### src/rtl/boreal_pwm_if.sv
// boreal_pwm_if
//   Duty-write channel into boreal_pwm_array. The writer (master) presents a
//   target channel and duty value with wr_valid. The PWM array (slave)
//   accepts the write on any cycle where wr_valid && wr_ready.
//
//   Signals:
//     wr_valid  master->slave  write request
//     wr_ready  slave->master  write can be accepted this cycle
//     wr_ch     master->slave  target channel (CH_W bits)
//     wr_duty   master->slave  new target duty (RES bits)
interface boreal_pwm_if #(
    parameter int RES  = 12,
    parameter int CH_W = 2
);
    logic            wr_valid;
    logic            wr_ready;
    logic [CH_W-1:0] wr_ch;
    logic [RES-1:0]  wr_duty;

    modport master (output wr_valid, output wr_ch, output wr_duty, input wr_ready);
    modport slave  (input wr_valid, input wr_ch, input wr_duty, output wr_ready);
endinterface

### src/rtl/boreal_pwm_array.sv
// boreal_pwm_array
//   NUM_CH phase-coherent PWM outputs driven from one shared period counter.
//   Each channel has a shadow duty that is written at any time and an active
//   duty that is committed only at period boundaries. The commit is
//   slew-limited so large duty jumps reach the actuator gradually.
//   The period is programmable, the counter is prescaled, and the counter can
//   run edge-aligned (0..P-1) or center-aligned (0..P-1, P-1..0).
//
//   Ports:
//     clk, rst_n    clock, asynchronous active-low reset
//     enable        global run; low forces outputs off and parks the counter
//     center_mode   0 = edge-aligned, 1 = center-aligned
//     prescale      counter advances every prescale+1 clocks
//     period        counts per edge period (0 behaves as 1)
//     slew_step     max active-duty change per boundary (0 = unlimited)
//     wr            duty-write interface (slave side)
//     pwm_out       registered PWM outputs
//     period_start  pulse on the first pwm_out cycle of each period
//     active_duty   committed duty per channel, ch0 in the LSBs
module boreal_pwm_array #(
    parameter int NUM_CH  = 4,
    parameter int RES     = 12,
    parameter int PRESC_W = 8,
    parameter int CH_W    = (NUM_CH > 1) ? $clog2(NUM_CH) : 1
) (
    input  logic                  clk,
    input  logic                  rst_n,
    input  logic                  enable,
    input  logic                  center_mode,
    input  logic [PRESC_W-1:0]    prescale,
    input  logic [RES-1:0]        period,
    input  logic [RES-1:0]        slew_step,
    boreal_pwm_if.slave           wr,
    output logic [NUM_CH-1:0]     pwm_out,
    output logic                  period_start,
    output logic [NUM_CH*RES-1:0] active_duty
);

    typedef enum logic {DIR_UP, DIR_DOWN} dir_e;

    logic [PRESC_W-1:0] pre;
    logic [RES-1:0]     cnt;
    logic [RES-1:0]     cnt_nxt;
    logic [RES-1:0]     p_last;
    dir_e               dir;
    dir_e               dir_nxt;
    logic               tick;
    logic               boundary;
    logic               boundary_d1;
    logic [RES-1:0]     shadow [NUM_CH];
    logic [RES-1:0]     active [NUM_CH];

    // Moves cur toward tgt by at most step. The difference is taken one bit
    // wider than the operands so it never wraps.
    function automatic logic [RES-1:0] slew_next(input logic [RES-1:0] tgt,
                                                 input logic [RES-1:0] cur,
                                                 input logic [RES-1:0] step);
        logic [RES:0] diff;
        logic [RES:0] mag;
        diff = {1'b0, tgt} - {1'b0, cur};
        mag  = diff[RES] ? (~diff + 1'b1) : diff;
        if ((step == '0) || (mag <= {1'b0, step})) begin
            return tgt;
        end else if (diff[RES]) begin
            return cur - step;
        end else begin
            return cur + step;
        end
    endfunction

    // A period of 0 is treated as 1, so the last count is 0 in that case.
    assign p_last = (period == '0) ? '0 : period - 1'b1;
    assign tick   = enable && (pre == prescale);

    // Writes are refused only in the boundary cycle, so a commit never races
    // a shadow update.
    assign wr.wr_ready = !boundary;

    // Prescaler: free-runs 0..prescale while enabled, parked at 0 otherwise.
    always_ff @(posedge clk or negedge rst_n) begin
        if (!rst_n) begin
            pre <= '0;
        end else if (!enable || tick) begin
            pre <= '0;
        end else begin
            pre <= pre + 1'b1;
        end
    end

    // Counter and direction register.
    always_ff @(posedge clk or negedge rst_n) begin
        if (!rst_n) begin
            cnt <= '0;
            dir <= DIR_UP;
        end else begin
            cnt <= cnt_nxt;
            dir <= dir_nxt;
        end
    end

    // Next counter/direction and the period boundary. Comparing with >= lets
    // a count stranded above a freshly shortened period wrap or turn at once.
    // Edge mode leaves dir untouched so a mode switch resumes from it.
    always_comb begin
        cnt_nxt  = cnt;
        dir_nxt  = dir;
        boundary = 1'b0;
        if (!enable) begin
            cnt_nxt = '0;
            dir_nxt = DIR_UP;
        end else if (tick) begin
            if (!center_mode) begin
                if (cnt >= p_last) begin
                    cnt_nxt  = '0;
                    boundary = 1'b1;
                end else begin
                    cnt_nxt = cnt + 1'b1;
                end
            end else begin
                case (dir)
                    DIR_UP: begin
                        if (cnt >= p_last) begin
                            cnt_nxt = p_last;
                            dir_nxt = DIR_DOWN;
                        end else begin
                            cnt_nxt = cnt + 1'b1;
                        end
                    end
                    DIR_DOWN: begin
                        if (cnt == '0) begin
                            dir_nxt  = DIR_UP;
                            boundary = 1'b1;
                        end else begin
                            cnt_nxt = cnt - 1'b1;
                        end
                    end
                    default: dir_nxt = DIR_UP;
                endcase
            end
        end
    end

    // Shadow writes and slew-limited commit into the active duties.
    // Out-of-range channel numbers match no entry and are dropped.
    always_ff @(posedge clk or negedge rst_n) begin
        if (!rst_n) begin
            for (int i = 0; i < NUM_CH; i++) begin
                shadow[i] <= '0;
                active[i] <= '0;
            end
        end else begin
            for (int i = 0; i < NUM_CH; i++) begin
                if (wr.wr_valid && !boundary && (wr.wr_ch == CH_W'(i))) begin
                    shadow[i] <= wr.wr_duty;
                end
                if (boundary) begin
                    active[i] <= slew_next(shadow[i], active[i], slew_step);
                end
            end
        end
    end

    // Outputs lag cnt by one clock. period_start is the boundary delayed by
    // two clocks: one for cnt/active to update, one for the output register.
    always_ff @(posedge clk or negedge rst_n) begin
        if (!rst_n) begin
            pwm_out      <= '0;
            boundary_d1  <= 1'b0;
            period_start <= 1'b0;
        end else begin
            for (int i = 0; i < NUM_CH; i++) begin
                pwm_out[i] <= enable && (cnt < active[i]);
            end
            boundary_d1  <= boundary;
            period_start <= boundary_d1;
        end
    end

    for (genvar g = 0; g < NUM_CH; g++) begin : g_active_out
        assign active_duty[g*RES +: RES] = active[g];
    end

endmodule
### src/flat_wrapper.sv
// flat-port wrapper written by rule: the top's interface ports become plain ports
module boreal_pwm_array_flat 
#(
    parameter int NUM_CH  = 4,
    parameter int RES     = 12,
    parameter int PRESC_W = 8,
    parameter int CH_W    = (NUM_CH > 1) ? $clog2(NUM_CH) : 1
)
  (clk, rst_n, enable, center_mode, prescale, period, slew_step, pwm_out, period_start, active_duty, wr_wr_valid, wr_wr_ch, wr_wr_duty, wr_wr_ready);
  boreal_pwm_if #(.RES(RES), .CH_W(CH_W)) wr_i ();
  input  logic clk;
  input  logic rst_n;
  input  logic enable;
  input  logic center_mode;
  input  logic [PRESC_W-1:0] prescale;
  input  logic [RES-1:0] period;
  input  logic [RES-1:0] slew_step;
  output logic [NUM_CH-1:0] pwm_out;
  output logic period_start;
  output logic [NUM_CH*RES-1:0] active_duty;
  input wire logic [$bits(wr_i.wr_valid)-1:0] wr_wr_valid;
  input wire logic [$bits(wr_i.wr_ch)-1:0] wr_wr_ch;
  input wire logic [$bits(wr_i.wr_duty)-1:0] wr_wr_duty;
  output wire logic [$bits(wr_i.wr_ready)-1:0] wr_wr_ready;
  assign wr_i.wr_valid = wr_wr_valid;
  assign wr_i.wr_ch = wr_wr_ch;
  assign wr_i.wr_duty = wr_wr_duty;
  assign wr_wr_ready = wr_i.wr_ready;
  boreal_pwm_array #(.NUM_CH(NUM_CH), .RES(RES), .PRESC_W(PRESC_W), .CH_W(CH_W)) u_core (.clk(clk), .rst_n(rst_n), .enable(enable), .center_mode(center_mode), .prescale(prescale), .period(period), .slew_step(slew_step), .wr(wr_i), .pwm_out(pwm_out), .period_start(period_start), .active_duty(active_duty));
endmodule
### config.mk
export PLATFORM = sky130hd
export DESIGN_NAME = boreal_pwm_array_flat
export DESIGN_NICKNAME = d
export VERILOG_FILES = /design/src/rtl/boreal_pwm_if.sv /design/src/rtl/boreal_pwm_array.sv /design/src/flat_wrapper.sv
export SDC_FILE = /design/constraint.sdc
export NUM_CORES = 1
export LEC_CHECK = 0
export CELL_PAD_IN_SITES_DETAIL_PLACEMENT = 1
export CELL_PAD_IN_SITES_GLOBAL_PLACEMENT = 1
export CORE_UTILIZATION = 40
export CTS_CLUSTER_DIAMETER = 40
export DETAILED_ROUTE_END_ITERATION = 12
export PLACE_DENSITY_LB_ADDON = 0.1
export SYNTH_ARGS = -nofsm -noshare
export SYNTH_HDL_FRONTEND = slang
export SYNTH_SLANG_ARGS = --single-unit
### constraint.sdc
create_clock -name clk -period 6.95 [get_ports clk]
set_input_delay 1.7375 -clock clk [delete_from_list [all_inputs] [get_ports clk]]
set_output_delay 1.7375 -clock clk [all_outputs]
set_load 0.01 [all_outputs]
### After elaboration in Yosys (flattened, before gate mapping)

Cells that the tools add are included.

* flip-flop bits (word level): 123
* input port bits: 51
* output and inout bits: 54
* word-level logic and storage cells: 110

* $add $sub $neg: 20
* $lt $le $gt $ge: 9
* equal/unequal tests: 7
* multiplexer cells: 32
* bitwise logic cells: 5
* reductions and logical operators: 23

Operators by type and width (count)
* 12-bit 2-to-1 mux: 15
* 13-bit by 1-bit adder with 13-bit output (second input constant): 4
* 13-bit by 12-bit <= comparator with 1-bit output: 4
* 13-bit 2-to-1 mux: 4
* 13-bit inverter: 4
* 12-bit by 12-bit subtractor with 13-bit output: 4
* 12-bit adder: 4
* 12-bit < comparator: 4
* 12-bit subtractor: 4
* 12-bit logical NOT: 3
* 12-bit case mux with 2 select lines: 1
* 12-bit by 1-bit subtractor with 12-bit output (second input constant): 2
* 12-bit by 1-bit adder with 12-bit output (second input constant): 1
* 12-bit >= comparator: 1
* 1-bit logical AND: 10
* 1-bit 2-to-1 mux: 10
* 8-bit by 1-bit adder with 8-bit output (second input constant): 1
* 8-bit == test: 1
* 8-bit 2-to-1 mux: 1
* 1-bit logical OR: 5
* 2-bit == test (second input constant): 2
* 2-bit by 1-bit != test with 1-bit output (second input constant): 2
* 4-bit != test (second input constant): 1
* 2-bit AND reduction: 2
* other kinds (5): 6

### Longest topological paths before layout

* depth in word-level cells: 10
* mapped depth: 23
* mapped depth without buffers: 20

### Least setup slack after synthesis

Ideal clock, no wire load.

* path kind: input port to output port
* start: in period[6]
* end: out wr_wr_ready
* arrival time: 5.207 ns
* required time: 5.213 ns
* slack: 0.006 ns
* cell stages on the path: 15
* path buffers: 3
* path through: or4_1 > nor3_1 > and3_1 > clkbuf_1 > or2_2 > ha_1 > a21oi_1 > nor2_1 > a211oi_1 > o21ai_0 > a221oi_1 > mux2i_1 > nand3_1 > clkbuf_1 > clkbuf_1

* word-level cells in the longest chain between the ends: 8
* elaborated cells on any way between the ends: 9
* classes of those cells: 1 x add/sub; 1 x order compare; 5 x mux; 2 x reduce/logical

RTL lines
* start: declaration: line flat_wrapper.sv:16 `input logic [RES-1:0] period;`
* 12-bit by 1-bit subtractor with 12-bit output / 12-bit logical NOT (equally long branches): line boreal_pwm_array.sv:72 `assign p_last = (period == '0) ? '0 : period - 1'b1;`
* 12-bit 2-to-1 mux (*): line boreal_pwm_array.sv:72
* 12-bit >= comparator (*): line boreal_pwm_array.sv:113 `if (cnt >= p_last) begin`
* 1-bit 2-to-1 mux (*): line boreal_pwm_array.sv:113
* 1-bit 2-to-1 mux (*): line boreal_pwm_array.sv:112 `if (!center_mode) begin`
* 1-bit 2-to-1 mux (*): line boreal_pwm_array.sv:111 `end else if (tick) begin`
* 1-bit 2-to-1 mux (*): line boreal_pwm_array.sv:108 `if (!enable) begin`
* 1-bit logical NOT (*): line boreal_pwm_array.sv:77 `assign wr.wr_ready = !boundary;`
* end: declaration: line flat_wrapper.sv:24 `output wire logic [$bits(wr_i.wr_ready)-1:0] wr_wr_ready;`

Mark *: on every way between the ends. The rest lies on a longest branch, timed or not.

### Worst setup path in the final report

Ends and elaborated chain as after synthesis.

==> summary.txt <==
Outcome
  • Run status: completed

Floorplan
  • Std cell rows: around 70
  • Core Box Area: between 30,000 and 40,000 um^2
  • Initial Util: around 40%
  • Die width: approximately 190 um
  • Chip Height: between 150 and 200 um
  • Die footprint: 36,520 um^2
  • Ports: between 100 and 150

Power and ir drop
  • Power consumption: approximately 4.6 mW
  • Max VDD drop: between 0.2 and 0.25 mV
  • P per Cell Area: around 270 nW/um^2
  • Lkg Pwr: around 7.4 nW

Drt
  • Routed Antenna Nets: 0
  • Routed WL per cell: about 23 um
  • Vias per cell: between 5 and 6
  • DRC: 0
  • First drt pass iteration count: 5
  • Final wirelength: approximately 52,000 um
  • DR vias: between 10k and 15k
  • Iter 0 DRT Violations: 683

Timing
  • Hold Violations, Final: 0
  • Count of pins over their slew limit: 0
  • Slew headroom: 32.63%
  • Peak Freq: 147.2 MHz
  • Worst slew pin tran: 1.011 ns
  • Setup violators final: 0
  • Tcrit/Tclk final: a little over nine tenths
  • Final Skew: between 0.01 and 0.015 ns
  • Time the worst path needs with I/O delays and setup: 6.794 ns

Cells and area
  • Post-Layout Cell Count: roughly 2.3k
  • Multi-input logic area: between 10,000 and 15,000 um^2
  • Fillers: about 4.2k
  • Nets@finish: ~2.1k
  • Reg area: a little over 3000 um^2
  • Diodes inserted: 0
  • Layout cells sized above 1: around 10%
  • P&R area growth vs syn: 16.88%

Critical path
  • Reg2Reg Depth: 18
  • R2r startpoint: u_core.shadow[12]
  • Worst setup EP type: primary output
  • CP Launch Point: period[6]
  • Critical Path AT: a little over 5 ns
  • Slowest cell delay on critical path: a little under 0.6 ns
  • Crit-path max FO: 4
  • Slowest-stage cell, CP: or4_4
  • CP startpoint kind: input port
  • Worst-path cell chain: clkdlybuf4s50_1 > or4_4 > or3_1 > nor3_2 > a21oi_2 > ha_1 > a21oi_1 > nor2b_1 > o21ai_1 > nand2b_1 > a221oi_2 > buf_4 > mux2i_1 > nand3_4 > clkbuf_2
  • CP Class: input port to primary output
  • Worst path required time: ~5.2 ns

Logic synthesis
  • Fraction of registers with async set/reset: 100.0%
  • Synth Register Bits: approximately 120
  • Distinct cells, synth: 84
  • Post-synth top area share: between 20 and 25%
  • Mapped Cells: about 1.7k
  • Main flop type after synthesis: dfrtp_1
  • Cell Area, Synth: between 10,000 and 15,000 um^2
  • Avg Cell Area, Syn: between 8 and 9 um^2
  • Seq/Total Area, Yosys: between 20% and 30%
  • Ys Warns: 0
  • Top post-synthesis cells by area: dfrtp_1, ha_1, xnor2_1
  • EDFF count, synth: 0
  • Syn_nets: just under 2k
  • Area leader, netlist: dfrtp_1

CTS
  • Root buf cell: clkbuf_16
  • CTS buffer count: 17
  • Clock-pin slew on the worst setup and hold paths: ~0.07 ns
  • Clock Latency Late Sink: between 0.4 and 0.5 ns
  • CTS tree: built
  • Sink Count: roughly 120
  • Cts hold-fix bufs: 0
  • Max H-tree Level: 4
  • Clock buffer depth: 2

Run
  • Max cap viols: 0

Worst hold path
  • Hold Crit Class: flip-flop to flip-flop
  • Hold path start: u_core.boundary_d1
  • Hold Path Stages: 0

GRT
  • GRT met1 Usage: between 30% and 40%
  • First-pass GRT wire length: 79,970 um
  • Vias in the first global route: between 10k and 15k
  • Met3 Usage GRT: about 3.9%
  • Largest net degree at the start of global routing: 65
  • Global Route met2 Usage: ~49%
  • Total GRT Usage: between 20% and 30%
  • Gr busiest metal: met2
  • Initial antenna violation count: 1
  • Global route overflow: 0

Placement
  • Routability cong.: between 0.8 and 0.9
  • Port Buffer Count: between 100 and 150
  • Post-detail-place hpwl: ~40,000 um
  • Dpl cells: around 2.3k
## per-stage QoR
stage	setup WS, ns	hold WS (ns)	setup TNS (ns)	util [%]	instance area, um^2
2_1_floorplan	0.005535	0.3312	0	-	14310
3_3_place_gp	-0.4749	0.3474	-0.4749	46.14	16100
3_5_place_dp	-0.5052	0.3372	-0.5052	46.14	16100
4_1_cts	0.01623	0.3516	0	47.91	16710
5_1_grt	-0.007158	0.3521	-0.007158	47.93	16720
6_report	0.1564	0.3516	0	47.93	16720
## logic make-up (layout without fill, tap and decap cells)
group	after synthesis	after routing	synth area share, %
mux	106	106	7.881
fa+ha+maj	214	214	19.14
xor+xnor	171	171	10.47
buf+inv	154	295	4.469
compound gates	411	411	19.05
flops	123	123	21.52
simple gates	510	510	17.48
## cell usage in the layout, fill, tap and decap left out, types with 17 or more instances in the layout
cell             netlist  routed
o21ai_0               96      94
or2_2                 17      17
xnor2_1              116     116
nand2b_1              23      23
xor2_1                55      55
inv_1                 99      99
clkbuf_16              0      17
ha_1                 206     206
mux2_2                53      53
a21o_1                44      44
nor2_1               131     131
mux2i_1               53      53
o21a_1                26      26
a21oi_1               88      86
a31oi_1               26      25
dfrtp_1              123     123
nor2b_1               28      28
nand3_1               34      33
nand2_1              140     140
buf_4                  1      51
clkdlybuf4s50_1        0     102
nor3_1                41      39
## sequential cells by signal (all words and copies together), names as in the netlist
name / count
u_core.cnt: 12
u_core.pwm_out: 4
u_core.period_start: 1
u_core.boundary_d1: 1
u_core.dir: 1
u_core.shadow: 48
u_core.active_duty: 48
u_core.pre: 8
## power by group
group          switching, mW  internal [mW]  leakage [nW]  total (mW)
logic                   1.53           1.23          5.47        2.77
clock network          0.416          0.535         0.290       0.950
registers             0.0832          0.781          1.59       0.865
total                   2.03           2.55          7.35        4.58
## metal layers
| layer | vias up | part of all wire (%) |
|---|---|---|
| li1 | 6359 | - |
| met1 | 6609 | 46 |
| met2 | 261 | 47 |
| met3 | 67 | 4.6 |
| met4 | 2 | 2.5 |
| met5 | - | 0.025 |
## what timing repair did
action,in CTS,in global routing
gates cloned,0,0
endpoints found under the setup margin,1,1
buffers inserted,1,0
pin swaps,1,1
resized for setup,6,5
## synthesized netlist by cell type (41+ instances only)
cell type    n
xor2_1      55
mux2i_1     53
inv_1       99
nand2_1    140
nor2_1     131
o21ai_0     96
ha_1       206
xnor2_1    116
dfrtp_1    123
nor3_1      41
a21oi_1     88
a21o_1      44
mux2_2      53
## critical path: cells and delay by family
kind            cells  cell delay [ns]
simple gates        6             1.48
fa+ha+maj           1             0.30
buf+inv             3             0.76
mux                 1             0.10
compound gates      4             0.68
## final timing paths
check	end	slack, ns
max	wr_wr_ready	0.16
min	u_core.period_start	0.35
max reg2reg	u_core.active_duty[24]	1.44
min reg2reg	u_core.period_start	0.35
max in group asynchronous	u_core.cnt[3]	4.37
min in group asynchronous	u_core.active_duty[1]	1.29
## layout make-up
cell class | count | area share, %
flip-flops and latches | 123 | 18.41
clock inverters | 15 | 0.9803
well taps | 455 | 3.405
multi-input cells | 1412 | 63.74
repair buffers | 155 | 8.494
clock buffers | 17 | 2.544
inverters | 108 | 2.425
No activity file was read; power rests on OpenSTA's default activity.
